===== src/rtl/vga_params.sv =====
// Shared constants and elaboration-time helpers for the VGA read-address path.
package vga_params;

   localparam int DEFAULT_H_ACTIVE = 640;
   localparam int DEFAULT_V_ACTIVE = 480;

   // Bits needed to hold the values 0..value-1, never less than one bit.
   function automatic int clog2(input int value);
      int width;
      width = 1;
      while ((1 << width) < value) begin
         width = width + 1;
      end
      return width;
   endfunction

   // Number of source pixels in one stored frame after downscaling by 2^s.
   function automatic int stride_of(input int h_active, input int v_active, input int s);
      return (h_active >> s) * (v_active >> s);
   endfunction

endpackage


===== src/rtl/vga_scaled_axis_counter.sv =====
// Modulo-N screen position counter for one axis. The low S bits of the
// position act as the replication prescaler, so the source index moves on
// once every 2^S steps.
module vga_scaled_axis_counter
   import vga_params::*;
#(
   parameter int N = DEFAULT_H_ACTIVE,
   parameter int S = 0,
   parameter int W = clog2(N)
)
(
   input  logic         clock,
   input  logic         reset,
   input  logic         step,
   input  logic         clear,
   output logic [W-1:0] pos,
   output logic         last,
   output logic         wrap,
   output logic         src_inc
);

   localparam logic [W-1:0] LAST_POS = W'(N - 1);
   localparam logic [W-1:0] REP_MASK = W'((1 << S) - 1);

   logic rep_last;

   // Decodes from the registered position: last pixel of the axis, and last
   // replica of the current source pixel. A step on a final replica that is
   // not the axis end moves to the next source index.
   assign last     = (pos == LAST_POS);
   assign rep_last = ((pos & REP_MASK) == REP_MASK);
   assign wrap     = step & last;
   assign src_inc  = step & rep_last & ~last;

   // Position register: clear wins over step, step wraps modulo N.
   always_ff @(posedge clock or negedge reset) begin
      if (!reset) begin
         pos <= '0;
      end else if (clear) begin
         pos <= '0;
      end else if (step) begin
         pos <= last ? '0 : pos + W'(1);
      end
   end

endmodule


===== src/rtl/vga_frame_addr_gen.sv =====
// Frame-buffer read address generator with 2^S upscaling and frame-boundary
// buffer selection. The address is built incrementally from a buffer base, a
// source line base and a source column index, so no multipliers are needed.
module vga_frame_addr_gen
   import vga_params::*;
#(
   parameter int H_ACTIVE   = DEFAULT_H_ACTIVE,
   parameter int V_ACTIVE   = DEFAULT_V_ACTIVE,
   parameter int SCALE_LOG2 = 0,
   parameter int NUM_BUFS   = 2,
   parameter int ADDR_W     = 20,
   parameter int BSEL_W     = 1
)
(
   input  logic                          clock,
   input  logic                          reset,
   input  logic                          enable,
   input  logic                          restart,
   input  logic [BSEL_W-1:0]             buf_sel,
   output logic [ADDR_W-1:0]             read_address,
   output logic [clog2(H_ACTIVE)-1:0]    x_pos,
   output logic [clog2(V_ACTIVE)-1:0]    y_pos,
   output logic [BSEL_W-1:0]             active_buf,
   output logic                          line_end,
   output logic                          frame_end,
   output logic                          frame_done
);

   localparam int XW     = clog2(H_ACTIVE);
   localparam int YW     = clog2(V_ACTIVE);
   localparam int SRC_W  = H_ACTIVE >> SCALE_LOG2;
   localparam int STRIDE = stride_of(H_ACTIVE, V_ACTIVE, SCALE_LOG2);

   localparam logic [ADDR_W-1:0] SRC_W_A = ADDR_W'(SRC_W);

   logic              advance;
   logic              x_last;
   logic              x_wrap;
   logic              x_src_inc;
   logic              y_last;
   logic              y_wrap;
   logic              y_src_inc;
   logic              frame_wrap;
   logic              sel_valid;
   logic [ADDR_W-1:0] sel_base;

   logic [XW-1:0]     col;
   logic [ADDR_W-1:0] line_base;
   logic [ADDR_W-1:0] buf_base;
   logic [XW-1:0]     col_n;
   logic [ADDR_W-1:0] line_n;
   logic [ADDR_W-1:0] buf_n;
   logic [BSEL_W-1:0] abuf_n;

   // restart outranks enable, so a restart cycle never advances the position.
   assign advance = enable & ~restart;

   vga_scaled_axis_counter #(
      .N (H_ACTIVE),
      .S (SCALE_LOG2),
      .W (XW)
   ) x_axis (
      .clock   (clock),
      .reset   (reset),
      .step    (advance),
      .clear   (restart),
      .pos     (x_pos),
      .last    (x_last),
      .wrap    (x_wrap),
      .src_inc (x_src_inc)
   );

   // The line counter only moves when the column counter wraps.
   vga_scaled_axis_counter #(
      .N (V_ACTIVE),
      .S (SCALE_LOG2),
      .W (YW)
   ) y_axis (
      .clock   (clock),
      .reset   (reset),
      .step    (x_wrap),
      .clear   (restart),
      .pos     (y_pos),
      .last    (y_last),
      .wrap    (y_wrap),
      .src_inc (y_src_inc)
   );

   assign frame_wrap = y_wrap;
   assign line_end   = x_last;
   assign frame_end  = x_last & y_last;
   assign sel_valid  = (32'(buf_sel) < NUM_BUFS);

   // Base address of the requested buffer, chosen from per-buffer constants.
   always_comb begin
      sel_base = '0;
      for (int i = 0; i < NUM_BUFS; i++) begin
         if (32'(buf_sel) == i) begin
            sel_base = ADDR_W'(i * STRIDE);
         end
      end
   end

   // Next column/line/buffer values. A line wrap either steps the line base to
   // the next source line or leaves it at the start of the current one so the
   // same source line is replayed for the replicated screen lines.
   always_comb begin
      col_n  = col;
      line_n = line_base;
      buf_n  = buf_base;
      abuf_n = active_buf;
      if (restart || frame_wrap) begin
         col_n  = '0;
         line_n = '0;
         if (sel_valid) begin
            buf_n  = sel_base;
            abuf_n = buf_sel;
         end
      end else if (x_wrap) begin
         col_n = '0;
         if (y_src_inc) begin
            line_n = line_base + SRC_W_A;
         end
      end else if (x_src_inc) begin
         col_n = col + XW'(1);
      end
   end

   // Address state, registered address sum, buffer latch and end-of-frame pulse.
   always_ff @(posedge clock or negedge reset) begin
      if (!reset) begin
         col          <= '0;
         line_base    <= '0;
         buf_base     <= '0;
         active_buf   <= '0;
         read_address <= '0;
         frame_done   <= 1'b0;
      end else begin
         col          <= col_n;
         line_base    <= line_n;
         buf_base     <= buf_n;
         active_buf   <= abuf_n;
         read_address <= buf_n + line_n + ADDR_W'(col_n);
         frame_done   <= frame_wrap;
      end
   end

endmodule


===== config.mk =====
export PLATFORM = sky130hd
export DESIGN_NAME = vga_frame_addr_gen
export DESIGN_NICKNAME = d
export VERILOG_FILES = /design/src/rtl/vga_params.sv /design/src/rtl/vga_scaled_axis_counter.sv /design/src/rtl/vga_frame_addr_gen.sv
export SDC_FILE = /design/constraint.sdc
export NUM_CORES = 1
export LEC_CHECK = 0
export BUFFER_PORTS_ARGS = -buffer_cell sky130_fd_sc_hd__buf_2
export CAP_MARGIN = 10
export CORE_MARGIN = 2
export CORE_UTILIZATION = 59
export DETAILED_ROUTE_END_ITERATION = 12
export GPL_TIMING_DRIVEN = 0
export PLACE_DENSITY_LB_ADDON = 0.15
export SYNTH_ARGS = -nofsm -noshare
export SYNTH_HDL_FRONTEND = slang
export SYNTH_SLANG_ARGS = --single-unit

===== constraint.sdc =====
create_clock -name clock -period 6.13 [get_ports clock]
set_clock_uncertainty 0.05 [all_clocks]
set_input_delay 0.613 -clock clock [delete_from_list [all_inputs] [get_ports clock]]
set_output_delay 0.613 -clock clock [all_outputs]
set_load 0.02 [all_outputs]

==> impl_metrics.toml, run 1 <==
[floorplan]
die_h_um = 94.6
die-area_sq_um = 8950
ioPinCount = 48
initial_core_util_pct = 59.8
core_sq_um = 8090
rows = 33
die_w_um = 94.6

[clock_network]
cts.reportedPaths.clkPinSlew_ns = 0.09
clk_latency_ns = 0.35
post_cts_resized = 0
cts_buffers = 9
clk_path_buf_depth = 2
cts_tree = "done"
ctsHtreeMaxLevel = 3
cts_root_buf = "clkbuf_8"
post_cts_buffers = 0
cts.sinks = 91
postCtsHoldBufs = 0

[sta]
setup_slack_ns = 0.937
max_slew_margin_pct = 62.8
rsz0062_at_grt = "false"
setup_violations = 0
worstMarginPinSlew_ns = 0.558
max_freq_mhz = 193
timing.final.crit_share_pct = 84.7
fin_setup_tns_ns = 0
hold_viol = 0
slew_viol_final = 0
period_minus_slack_ns = 5.19

[route]
wirelength_mm = 9.32
wire_per_inst_um = 14.3
first_pass_iters = 5
drtAntennaViolNets = 0
vias = 3562
drtIter0Drc = 172
drcViolationCount = 0
vias_per_cell = 5.45

[worst_setup_path]
startpoint_type = "register"
regToRegStartpoint = "x_axis.pos[0]$_DFFE_PN0P_"
crit_path_end = "read_address[17]$_DFF_PN0_"
reg2reg_to = "read_address[17]$_DFF_PN0_"
crit_fanout = 10
regToRegSetupSlack_ns = 0.94
worst_setup_path_end_kind = "register"
r2r_cells = 21
arrival_ns = 5.39
path_class = "register to register"
cp.required_ns = 6.32
critPathLaunch = "x_axis.pos[0]$_DFFE_PN0P_"

[yosys]
synth_area_sq_um = 4840
synth_async_sr_flop_share_pct = 100
synth_cell_types = 45
ys_seq_area_share_pct = 47.0
syn_avg_cell_area_sq_um = 9.98
synth_ff_type = "dfrtp_1"
ys_seq_elements = 91
synth_edf_count = 0
synth_fp_nets = 532
yosys_warnings = 0
syn_inst = 485

[grt]
antenna_found_initial = 0
track_usage_pct = 22.6
grt_overflow = 0
grt_pass1_vias = 3426
grt_start_max_net_pins = 67
grt_pass1_wl_mm = 15.8

[placement]
place.gp.congestion = 0.908
dp_hpwl_mm = 6.85
place_ws_ns = 1.01
portBuffers = 47

[layout]
fillers = 651
drive_gt1_share_pct = 13.3
area_growth_pct = 12.5
nets = 591
postLayoutCoreUtil_pct = 67.3
n_antenna_cell = 0

[power_and_ir_drop]
p_per_area_nw_per_um2 = 201
ir_worst_vdd_mv = 0.101
leakage_nw = 3.02
total_power_mw = 1.10

[flow_run]
cap_violations = 0

[status]
outcome = "finished, final reports clean"

[worst_hold_path]
holdCritPathClass = "primary input to async pin"
[worst min path at each step]
| stage | depth (start not counted) | end | slack, ns | from |
|---|---|---|---|---|
| 3_5_place_dp | 1 | active_buf$_DFFE_PN0P_ | 0.41 | active_buf$_DFFE_PN0P_ |
| 5_1_grt | 1 | x_axis.pos[3]$_DFFE_PN0P_ | 0.12 | reset |
| 6_report | 1 | y_axis.pos[6]$_DFFE_PN0P_ | 0.11 | reset |
| 4_1_cts | 1 | y_axis.pos[6]$_DFFE_PN0P_ | 0.11 | reset |
| 3_3_place_gp | 1 | active_buf$_DFFE_PN0P_ | 0.40 | active_buf$_DFFE_PN0P_ |
| 2_1_floorplan | 0 | active_buf$_DFFE_PN0P_ | 0.27 | reset |
[routing by layer]
metal  GRT usage [%]  wire length [um]  vias to the layer above
li1                -                 -                     1747
met3            3.35               386                       10
met2            35.1              4310                       89
met4            9.66               128                        0
met5               0                 0                        -
met1            32.0              4500                     1716
[through the flow]
| step | cell area (sq um) | instances | hold slack [ns] |
|---|---|---|---|
| 2_1_floorplan | 4840 | 485 | 0.267 |
| 3_3_place_gp | 5210 | 637 | 0.403 |
| 3_5_place_dp | 5240 | 638 | 0.414 |
| 4_1_cts | 5450 | 654 | 0.112 |
| 5_1_grt | 5450 | 654 | 0.120 |
| 6_report | 5450 | 654 | 0.112 |
[critical path: stages, from the launching register on]
cell	delay, ns
dfrtp_1	0.42
ha_1	0.22
nand4_1	0.13
or4_1	0.51
buf_6	0.17
nor3_2	0.27
a21oi_1	0.16
clkbuf_1	0.25
clkbuf_1	0.29
nand2_1	0.18
fa_1	0.43
inv_1	0.07
ha_1	0.18
inv_1	0.06
fa_1	0.41
nor2b_1	0.20
o211ai_1	0.12
a21oi_1	0.25
nor2_1	0.08
o21ai_0	0.32
a31oi_1	0.16
xnor2_1	0.14
[power by group]
group	total (mW)	switching [mW]	internal [mW]
Clock	0.423	0.212	0.212
Combinational	0.0602	0.0423	0.0180
Sequential	0.612	0.00403	0.608
Total	1.10	0.258	0.837
[cells by family after synthesis]
family          after synthesis  synth area share (%)
compound gates               94                  11.9
xor+xnor                     38                  6.87
fa+ha+maj                    42                  12.6
buf+inv                      58                  4.68
flops                        91                  47.0
mux                           1                 0.207
simple gates                161                  16.8
[state kept, by name (all words and copies together), names as in the netlist]
name          flops
y_axis.pos        9
x_axis.pos       10
col              10
buf_base         20
frame_done        1
active_buf        1
line_base        20
read_address     20
[layout make-up]
cell class / instances / area (sq um) / area share, %
clock buffer: 11 / 151 / 2.78
buffer: 12 / 53.8 / 0.987
clock inverter: 5 / 58.8 / 1.08
tap: 105 / 131 / 2.41
multi-input combinational: 336 / 2340 / 42.9
inverter: 46 / 173 / 3.17
timing repair buffer: 48 / 265 / 4.87
sequential: 91 / 2280 / 41.8
[cell usage after synthesis (3+ instances only)]
cell type	count	area, sq um
nand2b_1	7	43.8
inv_1	46	173
a31oi_1	4	25.0
a211o_1	3	26.3
xor2_1	17	149
nand2_1	42	158
dfrtp_1	91	2280
nand3_1	13	65.1
ha_1	31	388
nand4_1	11	68.8
and3_1	10	62.6
xnor2_1	21	184
o211ai_1	4	30.0
clkbuf_1	10	37.5
or3_1	9	56.3
nor2b_1	3	18.8
and2_1	11	68.8
nor2_1	41	154
o21a_1	6	45.0
o21ai_0	30	150
fa_1	11	220
a21o_1	12	90.1
a21oi_1	25	125
[cells in the final DEF (no fill, tap or decap), types with 2 or more instances in the layout]
master	netlist	layout
clkinvlp_4	0	2
dfrtp_1	91	91
nor3_2	2	2
nor2_1	41	41
fa_1	11	11
a211o_1	3	3
and2_1	11	11
clkbuf_1	10	10
nand2_1	42	42
nor2b_1	3	3
or3_1	9	9
and4_1	2	2
buf_2	1	47
a21o_1	12	12
o21a_1	6	6
xnor2_1	21	21
and3_1	10	10
nand3_1	13	13
a21boi_0	2	2
nor3_1	2	2
a21oi_1	25	25
nand2b_1	7	7
nand4_1	11	11
xor2_1	17	17
inv_1	46	46
clkbuf_8	0	11
o211ai_1	4	4
o21bai_1	2	2
o21ai_0	30	30
a31oi_1	4	4
ha_1	31	31
Power figures use the tool's default switching activity.
==> run 2, diff against run 1 <==
Clock period 6.13 ns to 4.85 ns, I/O delays scaled along.
==> impl_metrics.toml, run 2 (synthesized netlist as in run 1, its figures left out) <==
[power_and_ir_drop]
ir_worst_vdd_mv = 0.128
total_power_mw = 1.39
leakage_nw = 3.11
p_per_area_nw_per_um2 = 247

[grt]
met3_usage_pct = 3.35
track_usage_pct = 22.7
grt_use_met2_pct = 35.5
grt_pass1_wl_mm = 15.9
grt_overflow = 0
grt_use_met1_pct = 32.1
antenna_found_initial = 0
grt_pass1_vias = 3432
grt_start_max_net_pins = 67
busiest_layer = "met2"

[layout]
area_growth_pct = 16.4
final_common_cell = "dfrtp_1"
mostFrequentLayoutCells = "91 x dfrtp_1, 46 x buf_2, 45 x inv_1, 41 x nand2_1, 41 x nor2_1"
drive_gt1_share_pct = 18.4
n_antenna_cell = 0
nets = 601
largestRegisters = "buf_base (20), line_base (20), read_address (20)"

[worst_setup_path]
worst_setup_path_end_kind = "register"
critPathLaunch = "x_axis.pos[1]$_DFFE_PN0P_"
crit_fanout = 10
arrival_ns = 4.85
regToRegStartpoint = "x_axis.pos[1]$_DFFE_PN0P_"
cp.required_ns = 5.08
path_class = "register to register"
startpoint_type = "register"

[route]
vias_per_cell = 5.46
first_pass_iters = 4
drtIter0Drc = 155
wire_per_inst_um = 14.4
drcViolationCount = 0
drtAntennaViolNets = 0
wirelength_mm = 9.59
vias = 3628

[clock_network]
cts.reportedPaths.clkPinSlew_ns = 0.09
cts_buffers = 9
clk_latency_ns = 0.35
cts.sinks = 91
cts_tree = "done"
cts_root_buf = "clkbuf_8"
clk_path_buf_depth = 2
ctsHtreeMaxLevel = 3

[sta]
max_slew_margin_pct = 63.8
period_minus_slack_ns = 4.62
slew_viol_final = 0
setup_violations = 0
hold_viol = 0
max_freq_mhz = 217
timing.final.crit_share_pct = 95.2
fin_hold_ws_ns = 0.432
worstMarginPinSlew_ns = 0.543

[floorplan]
core_sq_um = 8090
die_h_um = 94.6
ioPinCount = 48
die_w_um = 94.6
rows = 33
initial_core_util_pct = 59.8
die-area_sq_um = 8950

[placement]
place.gp.congestion = 0.908
dp_hpwl_mm = 6.85
portBuffers = 47

[status]
outcome = "finished, final reports clean"

[flow_run]
cap_violations = 0

[worst_hold_path]
holdCritPathClass = "register to register"
hp-start = "active_buf$_DFFE_PN0P_"
-- run 2: path summary, 6_finish.rpt --
kind | end | slack [ns] | cells past startpoint
hold reg to reg | active_buf$_DFFE_PN0P_ | 0.43 | 1
hold / removal | active_buf$_DFFE_PN0P_ | 0.43 | 1
max in group asynchronous | col[2]$_DFF_PN0_ | 3.59 | 3
setup reg to reg | read_address[18]$_DFF_PN0_ | 0.23 | 17
setup / recovery | read_address[18]$_DFF_PN0_ | 0.23 | 17
min in group asynchronous | y_axis.pos[6]$_DFFE_PN0P_ | 0.53 | 2
-- run 2: where the power goes --
part	leakage, nW	internal (mW)	switching (mW)
Clock	0.102	0.267	0.269
Combinational	1.75	0.0261	0.0551
Sequential	1.25	0.768	0.00455
-- run 2: layout make-up --
| cell class | count | area (sq um) |
|---|---|---|
| clock buffers | 11 | 151 |
| plain buffers | 10 | 63.8 |
| clock inverters | 5 | 58.8 |
| flip-flops and latches | 91 | 2280 |
| inverters | 46 | 173 |
| repair buffers | 60 | 358 |
| multi-input cells | 336 | 2420 |
| well taps | 105 | 131 |
| fillers | 622 | 2450 |
-- run 2: timing repair --
action | CTS | global route
setup endpoints to repair | 10 | 11
hold buffers | 1 | 0
pin swaps | 2 | 13
endpoints found under the hold margin | 25 | 0
buffers inserted | 1 | 10
resized for setup | 11 | 26
-- run 2: layer usage --
layer  vias to the layer above  routed length [um]
met3                        11                 391
li1                       1774                   -
met4                         0                 127
met2                        83                4510
met1                      1760                4560
met5                         -                   0
-- run 2: through the flow --
stage / cells / utilization (%) / TNS (ns) / instance area, sq um / setup WS, ns
finish: 664 / 69.7 / 0 / 5640 / 0.233
global route: 664 / 69.7 / -0.00287 / 5640 / -0.00287
CTS: 655 / 67.8 / 0 / 5490 / 0.0288
detailed placement: 638 / 64.7 / -1.42 / 5240 / -0.267
global placement: 637 / 64.4 / -1.08 / 5210 / -0.210
floorplan: 485 / - / 0 / 4840 / 0.0560
-- run 2: critical path, cell delays in order (launching register included) --
cell      delay (ns)
dfrtp_1         0.38
ha_2            0.21
nand4_1         0.13
or4_4           0.50
buf_6           0.17
or3_4           0.39
buf_6           0.15
or3_4           0.34
a21oi_4         0.19
fa_1            0.47
ha_4            0.24
a211o_1         0.31
o221a_2         0.30
a21oi_2         0.15
o21bai_4        0.15
o21ai_0         0.12
a21oi_1         0.17
xnor2_1         0.13
==> run 3, diff against run 2 <==
Settings changed: PLACE_DENSITY set to 0.84, PLACE_DENSITY_LB_ADDON 0.15 to not set, SYNTH_HIERARCHICAL set to 1.
==> impl_metrics.toml, run 3 <==
[status]
outcome = "finished, final reports clean"

[worst_setup_path]
worst_setup_path_end_kind = "register"
arrival_ns = 4.85
crit_fanout = 16
path_class = "primary input to register"
startpoint_type = "primary input"
cp.required_ns = 5.04
crit_chain = "buf_2 > nor2b_1 > nand2_1 > or2_2 > nor2_4 > nor2b_1 > nand2_1 > xor2_1 > nand2b_1 > fa_1 > inv_1 > ha_1 > and3_1 > and3_4 > and2_1 > a21o_1 > a311o_1 > xnor3_1"
slowest_delay_ns = 0.58
cp_slowest_cell = "fa_1"

[sta]
setup_violations = 0
slew_viol_final = 0
worstMarginPinSlew_ns = 0.474
rsz0062_at_grt = "false"
fin_setup_tns_ns = 0
max_slew_margin_pct = 68.4
hold_viol = 0
timing.final.crit_share_pct = 96.1
max_freq_mhz = 214
period_minus_slack_ns = 4.66

[grt]
grt_pass1_wl_mm = 16.8
track_usage_pct = 23.5
grt_pass1_vias = 3583
antenna_found_initial = 0
grt_start_max_net_pins = 57
grt_overflow = 0

[yosys]
yosys-top-cells-area = "dfrtp_1 46%, ha_1 7.8%, fa_1 4.4%"
ys_seq_area_share_pct = 45.7
synth_ff_type = "dfrtp_1"
synth_edf_count = 0
synth_top_area_share_pct = 45.7
yosys-top-cells-count = "91 x dfrtp_1, 58 x nor2_1, 51 x inv_1"
synth_async_sr_flop_share_pct = 100
synth_cell_types = 58
yosys_warnings = 6
synth_fp_nets = 547
synth_area_sq_um = 4980
syn_inst = 500
synth_top_area_cell = "dfrtp_1"
ys_seq_elements = 91
syn_avg_cell_area_sq_um = 9.96
synth_most_common_cell = "dfrtp_1"

[layout]
n_antenna_cell = 0
final_common_cell = "dfrtp_1"
fillers = 576
largestRegisters = "buf_base (20), line_base (20), read_address (20)"
drive_gt1_share_pct = 18.5
area_growth_pct = 14.0
mostFrequentLayoutCells = "87 x dfrtp_1, 54 x nor2_1, 51 x inv_1, 47 x buf_2, 43 x nand2_1"
postLayoutCoreUtil_pct = 69.1
nets = 612

[floorplan]
die_w_um = 95.9
rows = 33
core_sq_um = 8220
die-area_sq_um = 9190
initial_core_util_pct = 60.6
ioPinCount = 48
die_h_um = 95.9

[clock_network]
cts_tree = "done"
cts.sinks = 91
cts_root_buf = "clkbuf_8"
ctsHtreeMaxLevel = 3
postCtsHoldBufs = 0
cts_buffers = 9
clk_path_buf_depth = 2
clk_latency_ns = 0.36
cts.reportedPaths.clkPinSlew_ns = 0.08

[power_and_ir_drop]
ir_worst_vdd_mv = 0.137
p_per_area_nw_per_um2 = 241
total_power_mw = 1.37
leakage_nw = 3.13

[route]
drcViolationCount = 0
wirelength_mm = 9.94
wire_per_inst_um = 14.7
vias_per_cell = 5.58
first_pass_iters = 4
drtIter0Drc = 224
vias = 3759
drtAntennaViolNets = 0

[placement]
place.gp.congestion = 0.837
dp_hpwl_mm = 6.86
portBuffers = 47

[flow_run]
cap_violations = 0

[worst_hold_path]
holdCritPathClass = "primary input to async pin"
==> run 3: stage by stage <==
step / worst slack (ns) / cell area (sq um) / instances / hold WS, ns
detailed placement: -0.577 / 5380 / 653 / 0.414
global placement: -0.454 / 5350 / 652 / 0.406
finish: 0.188 / 5680 / 674 / 0.0248
CTS: 0.00613 / 5580 / 667 / 0.0398
global route: 0.0109 / 5680 / 674 / 0.0593
floorplan: 0.261 / 4980 / 500 / 0.139
==> run 3: final cells by class <==
type,count,area (sq um),area share [%]
sequential,91,2280,40.2
tap,105,131,2.31
clock buffer,13,159,2.80
buffer,8,47.5,0.837
timing repair buffer,55,318,5.60
inverter,51,191,3.37
clock inverter,2,35.0,0.617
multi-input combinational,349,2510,44.3
==> run 3: timing repair <==
item                       CTS  global route
gates resized for setup      5            20
pin swaps                    0             3
setup buffers                0             7
setup endpoints to repair    6             6
==> run 3: path summary, 6_finish.rpt <==
| check | startpoint | endpoint | slack [ns] | depth (start not counted) |
|---|---|---|---|---|
| min reg2reg | active_buf$_DFFE_PN0P_ | active_buf$_DFFE_PN0P_ | 0.44 | 1 |
| max reg2reg | x_axis/pos[0]$_DFFE_PN0P_ | read_address[19]$_DFF_PN0_ | 0.21 | 19 |
| max | restart | read_address[19]$_DFF_PN0_ | 0.19 | 18 |
| min | reset | read_address[0]$_DFF_PN0_ | 0.02 | 1 |
| min in group clock | active_buf$_DFFE_PN0P_ | active_buf$_DFFE_PN0P_ | 0.44 | 1 |
| max in group asynchronous | reset | x_axis/pos[0]$_DFFE_PN0P_ | 4.09 | 2 |
==> run 3: worst max-delay path: cells and delay by family <==
family / cells / cell delay [ns]
adders and majority gates: 2 / 0.93
and+or+nand+nor: 10 / 2.11
buffers and inverters: 2 / 0.25
AOI/OAI and AO/OA: 2 / 0.57
xor gates and xnor gates: 2 / 0.51
==> run 3: report_power, final <==
part	internal, mW	switching, mW	leakage, nW
clock	0.264	0.253	0.0995
sequential	0.767	0.00516	1.25
combinational	0.0240	0.0529	1.79
total	1.06	0.311	3.13
==> run 3: per-layer routing <==
layer  track usage, %  share of wire, %
met5                0                 0
met4             9.29               2.2
met3             3.52               3.9
met2             36.2                46
met1             33.8                48
==> run 3: cells by family (layout without fill, tap and decap cells) <==
logic type	after synthesis	after routing	synth area share (%)
buf+inv	60	129	4.70
compound gates	85	85	11.6
xor+xnor	35	35	6.43
flops	91	91	45.7
mux	6	6	1.23
fa+ha+maj	42	42	12.2
simple gates	181	181	18.1
